**config.mk**
```make
export PLATFORM = sky130hd
export DESIGN_NAME = fnd_counter_ctrl
export DESIGN_NICKNAME = d
export VERILOG_FILES = /design/src/rtl/fnd_counter_ctrl.sv
export SDC_FILE = /design/constraint.sdc
export NUM_CORES = 1
export LEC_CHECK = 0
export ABC_AREA = 1
export BUFFER_PORTS_ARGS = -buffer_cell sky130_fd_sc_hd__buf_2
export CAP_MARGIN = 20
export CORE_UTILIZATION = 65
export DETAILED_ROUTE_END_ITERATION = 8
export GPL_ROUTABILITY_DRIVEN = 0
export PLACE_DENSITY_LB_ADDON = 0.15
export SYNTH_ARGS = -nofsm -noshare
export SYNTH_HDL_FRONTEND = slang
export SYNTH_SLANG_ARGS = --single-unit
```
**constraint.sdc**
```tcl
create_clock -name clk -period 4.1 [get_ports clk]
set_input_delay 1.025 -clock clk [delete_from_list [all_inputs] [get_ports clk]]
set_output_delay 1.025 -clock clk [all_outputs]
set_load 0.02 [all_outputs]
```
**src/rtl/fnd_counter_ctrl.sv**
```systemverilog
// fnd_counter_ctrl: N-digit BCD up/down counter with run/stop, clear, wrap pulse and multiplexed 7-segment scan
module fnd_counter_ctrl #(
  parameter int DIGITS   = 4,
  parameter int TICK_DIV = 10_000_000,
  parameter int SCAN_DIV = 100_000
) (
  input  logic                  clk,
  input  logic                  reset,
  input  logic                  btn_run,
  input  logic                  btn_clear,
  input  logic                  mode,
  output logic [4*DIGITS-1:0]   count_bcd,
  output logic                  wrap,
  output logic                  running,
  output logic [7:0]            fnd_data,
  output logic [DIGITS-1:0]     fnd_com
);
  localparam int TW = $clog2(TICK_DIV);
  localparam int SW = $clog2(SCAN_DIV);
  localparam int DW = DIGITS > 1 ? $clog2(DIGITS) : 1;
  localparam logic [6:0] SEG [0:9] = '{7'h40, 7'h79, 7'h24, 7'h30, 7'h19, 7'h12, 7'h02, 7'h78, 7'h00, 7'h10};
  typedef enum logic {STOP, RUN} state_t;
  state_t state_q, state_d;
  logic [TW-1:0] div_q, div_d;
  logic [SW-1:0] scan_q, scan_d;
  logic [DW-1:0] dig_q, dig_d;
  logic [4*DIGITS-1:0] count_q, count_d, inc, dec;
  logic wrap_q, wrap_d, tick, all9, all0, scan_end;
  logic [3:0] cur;
  logic [6:0] seg;
  logic [7:0] fnd_data_q, fnd_data_d;
  logic [DIGITS-1:0] fnd_com_q, fnd_com_d;
  assign count_bcd = count_q;
  assign wrap      = wrap_q;
  assign running   = state_q == RUN;
  assign fnd_data  = fnd_data_q;
  assign fnd_com   = fnd_com_q;
  // all9/all0 double as the ripple carry/borrow into the next digit
  always_comb begin
    all9 = 1'b1;
    all0 = 1'b1;
    inc  = count_q;
    dec  = count_q;
    for (int k = 0; k < DIGITS; k++) begin
      inc[4*k +: 4] = all9 ? (count_q[4*k +: 4] == 4'd9 ? 4'd0 : count_q[4*k +: 4] + 4'd1) : count_q[4*k +: 4];
      dec[4*k +: 4] = all0 ? (count_q[4*k +: 4] == 4'd0 ? 4'd9 : count_q[4*k +: 4] - 4'd1) : count_q[4*k +: 4];
      all9 = all9 & (count_q[4*k +: 4] == 4'd9);
      all0 = all0 & (count_q[4*k +: 4] == 4'd0);
    end
  end
  always_comb begin
    tick       = state_q == RUN && div_q == TW'(TICK_DIV - 1);
    state_d    = btn_run ? (state_q == RUN ? STOP : RUN) : state_q;
    div_d      = btn_clear ? '0 : state_q == RUN ? (tick ? '0 : div_q + 1'b1) : div_q;
    count_d    = btn_clear ? '0 : tick ? (mode ? dec : inc) : count_q;
    wrap_d     = !btn_clear && tick && (mode ? all0 : all9);
    scan_end   = scan_q == SW'(SCAN_DIV - 1);
    scan_d     = scan_end ? '0 : scan_q + 1'b1;
    dig_d      = scan_end ? (dig_q == DW'(DIGITS - 1) ? '0 : dig_q + 1'b1) : dig_q;
    cur        = count_q[4*dig_q +: 4];
    seg        = cur <= 4'd9 ? SEG[cur] : 7'h7F;
    fnd_data_d = {~(state_q == RUN && dig_q == '0), seg};
    fnd_com_d  = ~(DIGITS'(1) << dig_q);
  end
  always_ff @(posedge clk) begin
    if (reset) begin
      state_q    <= STOP;
      div_q      <= '0;
      scan_q     <= '0;
      dig_q      <= '0;
      count_q    <= '0;
      wrap_q     <= 1'b0;
      fnd_data_q <= 8'hC0;
      fnd_com_q  <= ~DIGITS'(1);
    end else begin
      state_q    <= state_d;
      div_q      <= div_d;
      scan_q     <= scan_d;
      dig_q      <= dig_d;
      count_q    <= count_d;
      wrap_q     <= wrap_d;
      fnd_data_q <= fnd_data_d;
      fnd_com_q  <= fnd_com_d;
    end
  end
endmodule

```
==> results.sh <==
export IMPL_status="finished, final reports clean"
export IMPL_synth_edf_count=0
export IMPL_grt_pass1_vias=3793
export IMPL_setup_viol=0
export IMPL_vias_per_cell=5.56
export IMPL_p_leak_uw=0.00194
export IMPL_hold_ws_ps=466
export IMPL_post_route_period_util_pct=60.1
export IMPL_wl_per_cell_microns=13.0
export IMPL_drcViolationCount=0
export IMPL_arrival_ps=1440
export IMPL_synth_compound_area_share_pct=11.8
export IMPL_yosysWarnings=0
export IMPL_clockBufferDepth=2
export IMPL_synth_top_family_by_area="simple AND/OR/NAND/NOR gates"
export IMPL_yosys_area_share_xor_xnor_pct=2.70
export IMPL_nets=688
export IMPL_cts_buffers=9
export IMPL_fin_ws_ps=1640
export IMPL_htree_levels=3
export IMPL_synth_seq_cells=73
export IMPL_required_ps=3070
export IMPL_p_int_uw=1070
export IMPL_synth_ff_type="dfxtp_1"
export IMPL_min_path_type="reg -> reg"
export IMPL_fmaxAchievable_mhz=406
export IMPL_critPathLaunchType="flip-flop"
export IMPL_cts_setup_buffers=0
export IMPL_drv_slew=0
export IMPL_cts_tree="done"
export IMPL_synth_fa_ha_area_share_pct=3.26
export IMPL_crit_buf_inv=1
export IMPL_dpl_hpwl_mm=6.96
export IMPL_wl_mm=9.81
export IMPL_muxShareOfSynthArea_pct=0
export IMPL_yosys_area_share_simple_pct=39.2
export IMPL_worst_pin_slew_ps=740
export IMPL_synth_top_cell_area_share_pct=34.6
export IMPL_synth_most_common_cell="nand2_1"
export IMPL_synthTopCellsByArea="dfxtp_1, nand2_1, nor2_1"
export IMPL_antenna_found_initial=0
export IMPL_crit_path_end_kind="primary output"
export IMPL_power_uw=1380
export IMPL_rsz0062_at_grt="false"
export IMPL_start_util_pct=69.3
export IMPL_peakVddDrop_v=0.000214
export IMPL_crit_type="reg -> out"
export IMPL_port_buffers=34
export IMPL_via_count=4180
export IMPL_syn_num_nets=652
export IMPL_cp_slowest_cell="dfxtp_1"
export IMPL_switching_share_pct=22.9
export IMPL_fin_setup_tns_ps=0
export IMPL_crit_chain="buf_2"
export IMPL_finalHoldViolCount=0
export IMPL_die_area_sq_um=6820
export IMPL_synthTopCellsByCount="nand2_1, nor2_1, dfxtp_1"
export IMPL_synthArstFlopShare_pct=0
export IMPL_clk_latency_ps=350
export IMPL_synthCells=636
export IMPL_drive_above_1_share_pct=13.6
export IMPL_clockPowerShare_pct=44.4
export IMPL_slew_headroom_pct=50.6
export IMPL_cts_sinks=73
export IMPL_drt_iter0_drc=262
export IMPL_ios=35
export IMPL_diodes=0
export IMPL_syn2layout_area_growth_pct=9.84
export IMPL_cellPowerDensity_nw_per_um2=298
export IMPL_min_period_ps=2460
export IMPL_p_switching_uw=317
export IMPL_ant_nets=0
export IMPL_p_comb_share_pct=3.4
export IMPL_ys_types=37
export IMPL_drv_cap=0
export IMPL_grt_use_total_pct=31.0
export IMPL_num_rows=28
export IMPL_skew_ps=7.70
export IMPL_cts_hold_buf=0
export IMPL_grt_pass1_wl_mm=16.2
export IMPL_die_y_microns=82.6
export IMPL_crit_family="flip-flops"
export IMPL_pwr_share_seq_pct=52.2
export IMPL_crit_path_max_fanout=17
export IMPL_avgSynthCellArea_sq_um=6.64
export IMPL_slowest_delay_ps=800
export IMPL_seq_area_frac_synth_pct=34.6
export IMPL_pre_cts_ws_ps=1540
export IMPL_root_buffer="clkbuf_8"
export IMPL_cts_resized=0
export IMPL_grt_overflow=0
export IMPL_die_w_microns=82.6
export IMPL_netlist_area_sq_um=4220
export IMPL_grt_max_degree=22
export IMPL_clk_pin_slew_ps=80
export IMPL_core_area_sq_um=6100
export IMPL_yosysTopAreaCell="dfxtp_1"
export IMPL_firstDrtPassIters=5
-- registers in the layout (all words and copies together) (netlist names) --
| signal | flops |
|---|---|
| count_bcd | 16 |
| dig_q | 2 |
| div_q | 24 |
| fnd_com | 4 |
| fnd_data | 8 |
| running | 1 |
| scan_q | 17 |
| wrap | 1 |
-- power groups by stage --
stage          registers [uW]  clock network (uW)  logic, uW
6_report                  722                 614       46.4
5_1_grt                   722                 645       51.3
4_1_cts                   721                 618       45.9
3_5_place_dp              738                   0       45.3
3_3_place_gp              737                   0       43.4
2_1_floorplan             734                   0       39.0
-- placed cells by master, fill, tap and decap left out, types with 10 or more instances in the layout --
master / Yosys / routed
a21oi_1: 37 / 37
buf_2: 2 / 34
dfxtp_1: 73 / 73
ha_1: 11 / 11
inv_1: 67 / 67
nand2_1: 155 / 155
nand3_1: 42 / 42
nand4_1: 10 / 10
nor2_1: 104 / 104
nor3_1: 18 / 18
o21ai_0: 26 / 26
-- per-layer routing --
| metal | GRT usage [%] | up-vias | wire (microns) |
|---|---|---|---|
| met5 | 0 | - | 0 |
| met4 | 14.8 | 0 | 176 |
| met3 | 5.82 | 20 | 671 |
| met2 | 51.3 | 156 | 4510 |
| met1 | 38.6 | 1889 | 4460 |
| li1 | - | 2115 | - |
-- cell type report --
cell class | count | area, sq um
multi-input combinational | 476 | 2400
sequential | 73 | 1460
fill | 503 | 1460
inverter | 77 | 289
timing repair buffer | 35 | 178
clock buffer | 10 | 128
tap | 75 | 93.8
clock inverter | 6 | 82.6
-- logic make-up after synthesis --
| logic type | count (synthesis) |
|---|---|
| adder cells (fa/ha/maj) | 11 |
| AND/OR/NAND/NOR | 364 |
| AO/OA/AOI/OAI | 88 |
| buffers and inverters | 87 |
| XOR/XNOR | 13 |
| flip-flops | 73 |
-- stage by stage --
step / std cells / util (%) / area (sq um)
CTS: 752 / 76.1 / 4640
floorplan: 636 / - / 4220
detailed placement: 736 / 72.6 / 4430
finish: 752 / 76.1 / 4640
global route: 752 / 76.1 / 4640
global placement: 736 / 72.6 / 4430
-- path summary, 6_finish.rpt --
kind,start,to,slack (ps),depth (start not counted)
max,running$_SDFFE_PP0P_,running,1640,1
min,scan_q[0]$_SDFF_PP0_,scan_q[0]$_SDFF_PP0_,470,1
max reg2reg,dig_q[0]$_SDFFE_PP0N_,fnd_data[0]$_SDFF_PP0_,1840,9
min reg2reg,scan_q[0]$_SDFF_PP0_,scan_q[0]$_SDFF_PP0_,470,1
No activity file was read; power rests on OpenSTA's default activity.
